### src/rtl/fft_mem_pkg.sv
// Shared types and helpers for the FFT bit-reversal SRAM controller.
package fft_mem_pkg;

  typedef enum logic [1:0] {
    StFill,
    StDrain,
    StFlush
  } ctrl_state_e;

  localparam int unsigned MinLatency   = 1;
  localparam int unsigned MaxAddrWidth = 32;

  // Reverse the low `width` bits of addr; bits above width come back as zero.
  function automatic logic [MaxAddrWidth-1:0] bitrev(input logic [MaxAddrWidth-1:0] addr,
                                                     input int unsigned width);
    logic [MaxAddrWidth-1:0] r;
    r = '0;
    for (int unsigned i = 0; i < MaxAddrWidth; i++) begin
      if (i < width) r[i] = addr[width-1-i];
    end
    return r;
  endfunction

endpackage

### src/rtl/fft_bitrev_sram_ctrl_if.sv
// Stream-in, stream-out and SRAM initiator signals of the bit-reversal controller.
interface fft_bitrev_sram_ctrl_if #(
  parameter int unsigned AddrWidth = 10,
  parameter int unsigned DataWidth = 9
);
  logic                 in_valid_i;
  logic                 in_ready_o;
  logic [DataWidth-1:0] in_data_i;
  logic                 out_valid_o;
  logic                 out_ready_i;
  logic [DataWidth-1:0] out_data_o;
  logic                 out_last_o;
  logic                 sram_cs_o;
  logic                 sram_wen_o;
  logic [AddrWidth-1:0] sram_addr_o;
  logic [DataWidth-1:0] sram_wdata_o;
  logic [DataWidth-1:0] sram_rdata_i;
  logic                 busy_o;

  modport master (
    input  in_valid_i, in_data_i, out_ready_i, sram_rdata_i,
    output in_ready_o, out_valid_o, out_data_o, out_last_o,
    output sram_cs_o, sram_wen_o, sram_addr_o, sram_wdata_o, busy_o
  );

  modport slave (
    output in_valid_i, in_data_i, out_ready_i, sram_rdata_i,
    input  in_ready_o, out_valid_o, out_data_o, out_last_o,
    input  sram_cs_o, sram_wen_o, sram_addr_o, sram_wdata_o, busy_o
  );
endinterface

### src/rtl/fft_bitrev_sram_ctrl_rd_return_fifo.sv
// Small circular FIFO catching SRAM read returns; head is visible combinationally.
module rd_return_fifo #(
  parameter int unsigned Width = 10,
  parameter int unsigned Depth = 2
) (
  input  logic                       clk_i,
  input  logic                       rst_ni,
  input  logic                       push_i,
  input  logic [Width-1:0]           wdata_i,
  input  logic                       pop_i,
  output logic [Width-1:0]           rdata_o,
  output logic [$clog2(Depth+1)-1:0] count_o
);
  localparam int unsigned PtrW = (Depth > 1) ? $clog2(Depth) : 1;
  localparam int unsigned CntW = $clog2(Depth + 1);
  localparam logic [PtrW-1:0] LastPtr = PtrW'(Depth - 1);

  logic [Width-1:0] mem_q [Depth];
  logic [PtrW-1:0]  wr_ptr_q, rd_ptr_q;
  logic [CntW-1:0]  count_q;

  assign rdata_o = mem_q[rd_ptr_q];
  assign count_o = count_q;

  always_ff @(posedge clk_i or negedge rst_ni) begin
    if (!rst_ni) begin
      for (int unsigned i = 0; i < Depth; i++) mem_q[i] <= '0;
      wr_ptr_q <= '0;
      rd_ptr_q <= '0;
      count_q  <= '0;
    end else begin
      if (push_i) begin
        mem_q[wr_ptr_q] <= wdata_i;
        wr_ptr_q        <= (wr_ptr_q == LastPtr) ? '0 : wr_ptr_q + 1'b1;
      end
      if (pop_i) rd_ptr_q <= (rd_ptr_q == LastPtr) ? '0 : rd_ptr_q + 1'b1;
      count_q <= count_q + CntW'(push_i) - CntW'(pop_i);
    end
  end
endmodule

### src/rtl/fft_bitrev_sram_ctrl.sv
// Frame buffer: writes a frame in natural order, reads it back bit-reversed.
// Define FFT_BITREV_EN for bit-reversed read order; otherwise reads are in natural order.
module fft_bitrev_sram_ctrl
  import fft_mem_pkg::*;
#(
  parameter int unsigned AddrWidth = 10,
  parameter int unsigned DataWidth = 9,
  parameter int unsigned Latency   = 1
) (
  input logic                    clk_i,
  input logic                    rst_ni,
  fft_bitrev_sram_ctrl_if.master bus_io
);
  localparam int unsigned Lat   = (Latency < MinLatency) ? MinLatency : Latency;
  localparam int unsigned Depth = Lat + 1;
  localparam int unsigned CntW  = $clog2(Depth + 1);
  localparam logic [AddrWidth-1:0] LastAddr = '1;

  ctrl_state_e          state_q;
  logic [AddrWidth-1:0] wr_cnt_q, rd_cnt_q, rd_addr;
  logic [Lat-1:0]       pipe_vld_q, pipe_last_q;
  logic [CntW-1:0]      fifo_count;
  logic [DataWidth:0]   fifo_head;
  logic [31:0]          credits;
  logic                 in_hs, pop, issue, rd_last;

`ifdef FFT_BITREV_EN
  logic [MaxAddrWidth-1:0] rev_full;
  assign rev_full = bitrev(MaxAddrWidth'(rd_cnt_q), AddrWidth);
  assign rd_addr  = rev_full[AddrWidth-1:0];
`else
  assign rd_addr = rd_cnt_q;
`endif

  assign in_hs   = (state_q == StFill) && bus_io.in_valid_i;
  assign pop     = (fifo_count != '0) && bus_io.out_ready_i;
  // An entry popping this cycle frees its slot, which keeps the issue rate at one per cycle.
  assign credits = 32'(fifo_count) + 32'($countones(pipe_vld_q)) - 32'(pop);
  assign issue   = (state_q == StDrain) && (credits < Depth);
  assign rd_last = (rd_cnt_q == LastAddr);

  assign bus_io.in_ready_o  = (state_q == StFill);
  assign bus_io.busy_o      = !((state_q == StFill) && (wr_cnt_q == '0));
  assign bus_io.out_valid_o = (fifo_count != '0);
  assign bus_io.out_last_o  = fifo_head[DataWidth];
  assign bus_io.out_data_o  = fifo_head[DataWidth-1:0];

  always_comb begin
    bus_io.sram_cs_o    = 1'b0;
    bus_io.sram_wen_o   = 1'b0;
    bus_io.sram_addr_o  = '0;
    bus_io.sram_wdata_o = '0;
    if (in_hs) begin
      bus_io.sram_cs_o    = 1'b1;
      bus_io.sram_wen_o   = 1'b1;
      bus_io.sram_addr_o  = wr_cnt_q;
      bus_io.sram_wdata_o = bus_io.in_data_i;
    end else if (issue) begin
      bus_io.sram_cs_o   = 1'b1;
      bus_io.sram_addr_o = rd_addr;
    end
  end

  always_ff @(posedge clk_i or negedge rst_ni) begin
    if (!rst_ni) begin
      state_q  <= StFill;
      wr_cnt_q <= '0;
      rd_cnt_q <= '0;
    end else begin
      unique case (state_q)
        StFill: begin
          if (in_hs) begin
            wr_cnt_q <= wr_cnt_q + 1'b1;
            if (wr_cnt_q == LastAddr) state_q <= StDrain;
          end
        end
        StDrain: begin
          if (issue) begin
            rd_cnt_q <= rd_cnt_q + 1'b1;
            if (rd_last) state_q <= StFlush;
          end
        end
        StFlush: begin
          if (pop && fifo_head[DataWidth]) begin
            state_q  <= StFill;
            wr_cnt_q <= '0;
            rd_cnt_q <= '0;
          end
        end
        default: state_q <= StFill;
      endcase
    end
  end

  // Tags follow each read through the SRAM latency so the return lands in the FIFO.
  always_ff @(posedge clk_i or negedge rst_ni) begin
    if (!rst_ni) begin
      pipe_vld_q  <= '0;
      pipe_last_q <= '0;
    end else begin
      pipe_vld_q[0]  <= issue;
      pipe_last_q[0] <= issue && rd_last;
      for (int unsigned i = 1; i < Lat; i++) begin
        pipe_vld_q[i]  <= pipe_vld_q[i-1];
        pipe_last_q[i] <= pipe_last_q[i-1];
      end
    end
  end

  rd_return_fifo #(
    .Width (DataWidth + 1),
    .Depth (Depth)
  ) u_rd_return_fifo (
    .clk_i   (clk_i),
    .rst_ni  (rst_ni),
    .push_i  (pipe_vld_q[Lat-1]),
    .wdata_i ({pipe_last_q[Lat-1], bus_io.sram_rdata_i}),
    .pop_i   (pop),
    .rdata_o (fifo_head),
    .count_o (fifo_count)
  );
endmodule

### src/flat_wrapper.sv
// flat-port wrapper written by rule: the top's interface ports become plain ports
module fft_bitrev_sram_ctrl_flat import fft_mem_pkg::*;
#(
  parameter int unsigned AddrWidth = 10,
  parameter int unsigned DataWidth = 9,
  parameter int unsigned Latency   = 1
)
  (clk_i, rst_ni, bus_io_in_valid_i, bus_io_in_data_i, bus_io_out_ready_i, bus_io_sram_rdata_i, bus_io_in_ready_o, bus_io_out_valid_o, bus_io_out_data_o, bus_io_out_last_o, bus_io_sram_cs_o, bus_io_sram_wen_o, bus_io_sram_addr_o, bus_io_sram_wdata_o, bus_io_busy_o);
  fft_bitrev_sram_ctrl_if #(.AddrWidth(AddrWidth), .DataWidth(DataWidth)) bus_io_i ();
  input logic clk_i;
  input logic rst_ni;
  input wire logic [$bits(bus_io_i.in_valid_i)-1:0] bus_io_in_valid_i;
  input wire logic [$bits(bus_io_i.in_data_i)-1:0] bus_io_in_data_i;
  input wire logic [$bits(bus_io_i.out_ready_i)-1:0] bus_io_out_ready_i;
  input wire logic [$bits(bus_io_i.sram_rdata_i)-1:0] bus_io_sram_rdata_i;
  output wire logic [$bits(bus_io_i.in_ready_o)-1:0] bus_io_in_ready_o;
  output wire logic [$bits(bus_io_i.out_valid_o)-1:0] bus_io_out_valid_o;
  output wire logic [$bits(bus_io_i.out_data_o)-1:0] bus_io_out_data_o;
  output wire logic [$bits(bus_io_i.out_last_o)-1:0] bus_io_out_last_o;
  output wire logic [$bits(bus_io_i.sram_cs_o)-1:0] bus_io_sram_cs_o;
  output wire logic [$bits(bus_io_i.sram_wen_o)-1:0] bus_io_sram_wen_o;
  output wire logic [$bits(bus_io_i.sram_addr_o)-1:0] bus_io_sram_addr_o;
  output wire logic [$bits(bus_io_i.sram_wdata_o)-1:0] bus_io_sram_wdata_o;
  output wire logic [$bits(bus_io_i.busy_o)-1:0] bus_io_busy_o;
  assign bus_io_i.in_valid_i = bus_io_in_valid_i;
  assign bus_io_i.in_data_i = bus_io_in_data_i;
  assign bus_io_i.out_ready_i = bus_io_out_ready_i;
  assign bus_io_i.sram_rdata_i = bus_io_sram_rdata_i;
  assign bus_io_in_ready_o = bus_io_i.in_ready_o;
  assign bus_io_out_valid_o = bus_io_i.out_valid_o;
  assign bus_io_out_data_o = bus_io_i.out_data_o;
  assign bus_io_out_last_o = bus_io_i.out_last_o;
  assign bus_io_sram_cs_o = bus_io_i.sram_cs_o;
  assign bus_io_sram_wen_o = bus_io_i.sram_wen_o;
  assign bus_io_sram_addr_o = bus_io_i.sram_addr_o;
  assign bus_io_sram_wdata_o = bus_io_i.sram_wdata_o;
  assign bus_io_busy_o = bus_io_i.busy_o;
  fft_bitrev_sram_ctrl #(.AddrWidth(AddrWidth), .DataWidth(DataWidth), .Latency(Latency)) u_core (.clk_i(clk_i), .rst_ni(rst_ni), .bus_io(bus_io_i));
endmodule
### config.mk
export PLATFORM = sky130hd
export DESIGN_NAME = fft_bitrev_sram_ctrl_flat
export DESIGN_NICKNAME = d
export VERILOG_FILES = /design/src/rtl/fft_mem_pkg.sv /design/src/rtl/fft_bitrev_sram_ctrl_if.sv /design/src/rtl/fft_bitrev_sram_ctrl_rd_return_fifo.sv /design/src/rtl/fft_bitrev_sram_ctrl.sv /design/src/flat_wrapper.sv
export SDC_FILE = /design/constraint.sdc
export NUM_CORES = 1
export LEC_CHECK = 0
export CAP_MARGIN = 40
export CORE_MARGIN = 8
export CORE_UTILIZATION = 35
export DETAILED_ROUTE_END_ITERATION = 7
export MAX_ROUTING_LAYER = met4
export PLACE_DENSITY = 0.65
export SLEW_MARGIN = 10
export SYNTH_ARGS = -nofsm -noshare
export SYNTH_HDL_FRONTEND = slang
export SYNTH_SLANG_ARGS = --single-unit
### constraint.sdc
create_clock -name clk_i -period 3.6 [get_ports clk_i]
set_clock_uncertainty 0.1 [all_clocks]
set_input_delay 0.72 -clock clk_i [delete_from_list [all_inputs] [get_ports clk_i]]
set_output_delay 0.72 -clock clk_i [all_outputs]
set_load 0.005 [all_outputs]
Word-level counts from Yosys, hierarchy flattened --
Cells that the tools add are included.
Storage, ports and cells: logic and storage cells 74, bits in registers 48, input port bits 22
Operators by class: bitwise operators 2, equality and inequality tests 9, order comparisons 4, reductions and logical operators 16, add/sub/neg operators 8, muxes and demuxes 25
Operators by type and width (number):
- 10-bit 2-to-1 mux | 9
- 10-bit case mux with 2 select lines | 2
- 32-bit by 2-bit < comparator with 1-bit output (second input constant) | 1
- 32-bit by 1-bit subtractor with 32-bit output | 1
- 10-bit by 1-bit adder with 10-bit output (second input constant) | 2
- 20-bit bitwise mux | 1
- 10-bit == test (second input constant) | 2
- 10-bit demux with 1-bit select | 1
- 10-bit zero test | 1
- 2-bit 2-to-1 mux | 5
- 2-bit by 1-bit inequality test with 1-bit output (second input constant) | 5
- 9-bit 2-to-1 mux | 1
- 1-bit logical AND | 7
- 2-bit case mux with 3 select lines | 1
- 3-bit AND reduction | 2
- 2-bit nonzero test | 3
- 1-bit 2-to-1 mux | 5
- 5-bit AND reduction | 1
- 2-bit greater-or-equal comparator (second input constant) | 2
- 1-bit NOT with 2-bit output | 2
- 2-bit by 1-bit adder with 3-bit output | 1
- 1-bit adder (second input constant) | 2
- 2-bit by 1-bit adder with 2-bit output | 1
- 2-bit by 1-bit == test with 1-bit output (second input constant) | 1
- other kinds (5) | 5

Logic depth before layout (Yosys ltp) --
Gate-level depths: netlist of the first run.
depth in word-level cells 7, mapped depth 12, gate-level depth less buffers 11

By module --
Synthesis of the first run repeated with hierarchy kept, for this count alone.
Unflattened totals: cell total of the unflattened synthesis 232, area, all modules 2567.5 µm²
Modules (own cells, without submodules):
- fft_bitrev_sram_ctrl | cells an instance 166, area an instance 1492.7 µm², instances 1
- rd_return_fifo | cells an instance 66, area an instance 1074.8 µm², instances 1

Least setup slack after synthesis of the first run --
Ideal clock, no wire load.
kind in2out, start input bus_io_out_ready_i, end output bus_io_sram_addr_o[2], data required time 2.780 ns, setup slack 0.549 ns, arrival time 2.231 ns, cell stages on the path 9, buffers on the path 1, path through o21ai_1 > nor2_1 > ha_1 > ha_1 > nor3b_1 > or2_2 > nand2_1 > buf_2 > o21ai_0
On the way: word-level cells in the longest chain between the ends 6
Ends and longest elaborated chain:
- start, declared | RTL line flat_wrapper.sv:14 | input wire logic [$bits(bus_io_i.out_ready_i)-1:0] bus_io_out_ready_i;
- 1-bit logical AND | RTL line fft_bitrev_sram_ctrl.sv:36 | assign pop = (fifo_count != '0) && bus_io.out_ready_i;
- 32-bit by 1-bit subtractor with 32-bit output | RTL line fft_bitrev_sram_ctrl.sv:38 | assign credits = 32'(fifo_count) + 32'($countones(pipe_vld_q)) - 32'(pop);
- 32-bit by 2-bit < comparator with 1-bit output | RTL line fft_bitrev_sram_ctrl.sv:39 | assign issue = (state_q == StDrain) && (credits < Depth);
- 1-bit logical AND | RTL line fft_bitrev_sram_ctrl.sv:39
- 10-bit 2-to-1 mux | RTL line fft_bitrev_sram_ctrl.sv:58 | end else if (issue) begin
- 10-bit 2-to-1 mux | RTL line fft_bitrev_sram_ctrl.sv:53 | if (in_hs) begin
- end, declared | RTL line flat_wrapper.sv:22 | output wire logic [$bits(bus_io_i.sram_addr_o)-1:0] bus_io_sram_addr_o;
Every way passes these cells.

Final worst setup path of the first run --
start input bus_io_out_ready_i, end output bus_io_sram_addr_o[4]
Same word-level chain as after synthesis.

==> results of run 1 <==
==> final cells by class <==
type	count	area, sq um	area share (%)
multi-input combinational	195	1500	40.4
sequential	48	1200	32.4
timing repair buffer	76	688	18.6
tap	102	128	3.45
inverter	20	75.1	2.03
clock buffer	5	68.8	1.86
clock inverter	3	47.5	1.28
==> layer usage <==
layer / GRT usage, % / up-vias
met3: 2.68 / 8
li1: - / 1114
met1: 16.0 / 1115
met2: 21.3 / 56
met5: - / -
met4: 3.57 / 0
==> placed cells by master, fill, tap and decap left out, types with 6 or more instances in the layout <==
cell | synthesis | routed
buf_4 | 0 | 21
ha_1 | 14 | 14
nand2_1 | 28 | 27
nor2_1 | 13 | 13
inv_1 | 20 | 20
mux2_2 | 31 | 31
xor2_1 | 7 | 7
nor3b_1 | 9 | 8
o21ai_0 | 10 | 6
dlygate4sd2_1 | 0 | 12
dfrtp_1 | 48 | 48
clkdlybuf4s50_1 | 0 | 42
and3_1 | 14 | 14
nand3_1 | 9 | 9
==> stage by stage <==
| stage | hold WS, ns | cells |
|---|---|---|
| 3_5_place_dp | 0.384 | 437 |
| 2_1_floorplan | 0.324 | 274 |
| 6_report | 0.293 | 449 |
| 4_1_cts | 0.311 | 449 |
| 3_3_place_gp | 0.378 | 436 |
| 5_1_grt | 0.335 | 449 |
==> sequential cells by signal (all words and copies together) (netlist names) <==
name,cells
u_core.u_rd_return_fifo.rd_ptr_q,1
u_core.rd_addr,10
u_core.u_rd_return_fifo.wr_ptr_q,1
u_core.pipe_vld_q,1
u_core.wr_cnt_q,10
u_core.pipe_last_q,1
u_core.u_rd_return_fifo.count_o,2
u_core.u_rd_return_fifo.mem_q,20
u_core.state_q,2
==> critical path, delay by kind of cell <==
| family | cells | cell delay (ns) |
|---|---|---|
| AO/OA/AOI/OAI | 3 | 0.36 |
| adder cells (fa/ha/maj) | 1 | 0.38 |
| buffers and inverters | 3 | 0.67 |
| AND/OR/NAND/NOR | 3 | 0.50 |
==> final timing paths <==
kind	cells past startpoint	endpoint	start
min in group clk_i	1	u_core.u_rd_return_fifo.wr_ptr_q	u_core.u_rd_return_fifo.wr_ptr_q
worst min-delay path	1	u_core.u_rd_return_fifo.mem_q[13]	rst_ni
worst min register to register	1	u_core.u_rd_return_fifo.wr_ptr_q	u_core.u_rd_return_fifo.wr_ptr_q
worst max register to register	11	u_core.rd_addr[0]	u_core.u_rd_return_fifo.count_o[0]
max in group asynchronous	2	u_core.wr_cnt_q[6]	rst_ni
worst max-delay path	10	bus_io_sram_addr_o[4]	bus_io_out_ready_i
==> where the power goes <==
group / internal (mW) / switching [mW]
registers: 0.589 / 0.0618
logic: 0.312 / 0.226
clock network: 0.209 / 0.191
total: 1.11 / 0.479
==> timing repair <==
action	4_1_cts	5_1_grt
resized for setup	21	0
buffers inserted	4	0
endpoints found under the hold margin	0	0
setup endpoints to repair	11	0
==> cells by family after synthesis <==
family	synth area share, %
muxes	12.9
DFF	43.0
adders and majority gates	7.00
xor gates and xnor gates	3.14
AOI/OAI and AO/OA	11.7
buffers and inverters	4.22
and+or+nand+nor	18.0
==> impl_metrics.ini, run 1 <==
[die]
core_area_sq_um = 7730
die_height_microns = 105
die-area_sq_um = 11100
start_util_pct = 36.1
rows = 32
dieWidth_microns = 105
io_pins = 56

[power]
total_power_mw = 1.59
power_density_nw_per_um2 = 429
peakVddDrop_v = 0.000219
p_leak_nw = 1.70

[yosys]
syn_inst = 274
ys_async_sr_fraction_pct = 100
synthDistinctLibCells = 45
syn_nets = 311
synth.area.top_cells = dfrtp_1 (43%), mux2_2 (13%), ha_1 (6.3%), nand2_1 (3.8%), and3_1 (3.1%)
synth_area_sq_um = 2790
ys.flop_type = dfrtp_1
post-synth-top-area-fraction_pct = 43.0
synth_edf_count = 0
ys_seq_elements = 48
ys_warn_count = 0
synth_common_cells = dfrtp_1 (48), mux2_2 (31), nand2_1 (28)
yosysSeqAreaShare_pct = 43.0
synth_most_common_cell = dfrtp_1
yosysTopAreaCell = dfrtp_1
syn_avg_cell_area_sq_um = 10.2

[sta]
fmax_ghz = 0.288
finalSetupTns_ns = 0
hold_viol = 0
rsz0062_at_grt = false
fin_ws_ns = 0.131
finalCritPeriodShare_pct = 96.4
maxSlewHeadroom_pct = 49.0
finalSetupViolations = 0
period_needed_ns = 3.47
tightest_slew_ns = 0.764
slew_viol_final = 0

[layout]
drive_above_1_share_pct = 19.9
syn_to_final_growth_pct = 32.7
nNetsFinal = 383
fillerInstances = 747
final_core_util_pct = 47.9
diodes = 0
final_area_sq_um = 3700

[grt]
grt_pass1_vias = 2423
antenna_found_initial = 0
grt_max_degree = 26
overflow = 0
track_usage_pct = 13.0
grt_pass1_wl_mm = 11.7

[setup_path]
crit_slowest_cell = fa_1
cp.required_ns = 2.78
critical_path_class = primary input to output pin
crit_top_cell = dlygate4sd2_1
startpoint_type = primary input
worstSetupEndpointType = output pin
r2r_slack_ns = 0.86
cp_max_fo = 12
path_cells = dlygate4sd2_1, o21ai_1, nor2_1, buf_4, fa_1, o2111a_1, or2_4, nand2_8, o21ai_0, dlygate4sd2_1
cp.arrival_ns = 2.65
cp_slowest_stage_delay_ns = 0.38

[clock_tree]
clock_latency_ns = 0.31
cts_tree = done
cts.sinks = 48
cts_htree_levels = 2
clockBufferDepth = 2
hold_buffers = 0
cts_root_buffer = clkbuf_8
clk_pin_slew_ns = 0.09
numCtsBuffers = 5

[placed_design]
gp_congestion = 0.839
place_ws_ns = -0.497
dpl.hpwl_mm = 5.28
io_buffers = 55
placed_area_sq_um = 3550

[route]
ant_nets = 0
dr.max_layer_used = met4
met1_length_mm = 3.15
first_iter_violations = 73
routed-wl-met2_mm = 3.39
drc_errors = 0
viasPerCell = 5.11
wl_met3_microns = 308
dr.pass1.iters = 4
totalWireLength_mm = 6.92
avgRoutedWirePerCell_microns = 15.4
num_vias = 2293

[status]
outcome = completed

[hold_path]
hold_path.class = primary input to asynchronous set/reset pin

[job]
cap_violations = 0
Note: power is estimated with default switching activity, not from simulation.
==> inputs of run 2 (changes only) <==
--- a/config.mk
+++ b/config.mk
@@ -11,6 +11,7 @@
 export DETAILED_ROUTE_END_ITERATION = 7
 export MAX_ROUTING_LAYER = met4
 export PLACE_DENSITY = 0.65
+export SETUP_SLACK_MARGIN = 0.02
 export SLEW_MARGIN = 10
 export SYNTH_ARGS = -nofsm -noshare
 export SYNTH_HDL_FRONTEND = slang
==> impl_metrics.ini, run 2 (synthesis results as in run 1) <==
[status]
outcome = completed

[route]
ant_nets = 0
totalWireLength_mm = 6.91
first_iter_violations = 102
drc_errors = 0
viasPerCell = 5.13
dr.pass1.iters = 4
num_vias = 2302
avgRoutedWirePerCell_microns = 15.4

[sta]
timing.hold.ws_ns = 0.291
tightest_slew_ns = 0.763
finalCritPeriodShare_pct = 96.7
maxSlewHeadroom_pct = 49.1
period_needed_ns = 3.48
rsz0062_at_grt = false
finalSetupViolations = 0
fin_ws_ns = 0.120
hold_viol = 0
slew_viol_final = 0
fmax_ghz = 0.287

[placed_design]
place_ws_ns = -0.497
gp_congestion = 0.839
dp_cells = 437
dpl.hpwl_mm = 5.28
io_buffers = 55

[power]
power.switching_mw = 0.478
clkPwrFrac_pct = 25.2
swShare_pct = 30.1
power.internal_mw = 1.11
p_leak_nw = 1.71
total_power_mw = 1.59
pwr-share-seq_pct = 41.0
pwr-share-comb_pct = 33.9
peakVddDrop_v = 0.000218
power_density_nw_per_um2 = 428

[grt]
track_usage_pct = 13.0
antenna_found_initial = 0
grt_max_degree = 26
grt_pass1_vias = 2423
overflow = 0
grt_pass1_wl_mm = 11.7

[layout]
final_core_util_pct = 48.1
drive_above_1_share_pct = 20.5
fin_cells = 449
fillerInstances = 746
nNetsFinal = 383
syn_to_final_growth_pct = 33.1
largest_reg_flops = 20
final_cell_mix = dfrtp_1 (48), clkdlybuf4s50_1 (42), mux2_2 (31), nand2_1 (27), buf_4 (21)
final_common_cell = dfrtp_1
top_register = u_core.u_rd_return_fifo.mem_q
regArea_sq_um = 1200
multiInputGateArea_sq_um = 1510
diodes = 0

[setup_path]
ff2ff_path_depth = 11
crit_path_start = bus_io_out_ready_i
startpoint_type = primary input
worstSetupEndpointType = output pin
cp_max_fo = 12
cp.arrival_ns = 2.66
rr_startpoint = u_core.u_rd_return_fifo.count_o[0]
r2r_slack_ns = 0.86
critical_path_class = primary input to output pin
timing.rr.end = u_core.rd_addr[0]
cp.required_ns = 2.78

[clock_tree]
hold_buffers = 0
clockBufferDepth = 2
cts_root_buffer = clkbuf_8
clock_latency_ns = 0.31
cts_htree_levels = 2
cts.sinks = 48
clk_pin_slew_ns = 0.10
cts_tree = done
numCtsBuffers = 5

[die]
core_area_sq_um = 7730
die_height_microns = 105
dieWidth_microns = 105
start_util_pct = 36.1
io_pins = 56
die-area_sq_um = 11100
rows = 32

[hold_path]
hold_path.class = primary input to asynchronous set/reset pin

[job]
cap_violations = 0
run 2: cell count changes in the layout (fill, tap and decap cells not counted):
cell     change
o21ai_1      +1
o21ai_0      -1
o31ai_2      +2
o31ai_1      -2
run 2: stage by stage:
stage	setup TNS [ns]	area, sq um
after detailed placement	-5.18	3550
final	0	3710
after CTS	0	3700
after floorplan	0	2790
after global routing	0	3710
after global placement	-4.30	3540
run 2: per-layer routing:
metal / GRT usage (%) / part of all wire, %
met5: - / 0
met2: 21.3 / 49
met1: 16.0 / 46
met4: 3.57 / 1.3
met3: 2.68 / 4.3
run 2: how the worst max path moves through the flow:
stage	endpoint	slack (ns)	cells after the start
2_1_floorplan	bus_io_sram_addr_o[2]	0.55	9
3_3_place_gp	bus_io_sram_addr_o[6]	-0.41	10
3_5_place_dp	bus_io_sram_addr_o[2]	-0.50	11
4_1_cts	bus_io_sram_addr_o[6]	0.16	12
5_1_grt	bus_io_sram_addr_o[8]	0.04	12
6_report	bus_io_sram_addr_o[4]	0.12	10
run 2: critical path, cell delays in order:
cell and delay, ns:
dlygate4sd2_1 0.26, o21ai_1 0.10, nor2_1 0.10, buf_4 0.14
fa_1 0.38, o2111a_1 0.17, or2_4 0.29, nand2_8 0.12
o21ai_0 0.09, dlygate4sd2_1 0.28
run 2: layout make-up:
cell class | instances | area share (%)
repair buffers | 76 | 18.5
clock inverters | 3 | 1.28
clock buffers | 5 | 1.85
flip-flops and latches | 48 | 32.3
well taps | 102 | 3.44
inverters | 20 | 2.02
multi-input cells | 195 | 40.5
run 2: power by group through the flow:
stage / Combinational (mW) / Clock [mW] / Sequential, mW
after floorplan: 0.255 / 0 / 0.646
after global placement: 0.504 / 0 / 0.658
after detailed placement: 0.513 / 0 / 0.659
after CTS: 0.545 / 0.418 / 0.649
after global routing: 0.597 / 0.436 / 0.659
final: 0.538 / 0.400 / 0.651
run 2: repair_timing:
action / in CTS / in global routing
pin swaps: 1 / 0
setup endpoints to repair: 11 / 3
buffers inserted: 4 / 0
gates resized for setup: 21 / 3
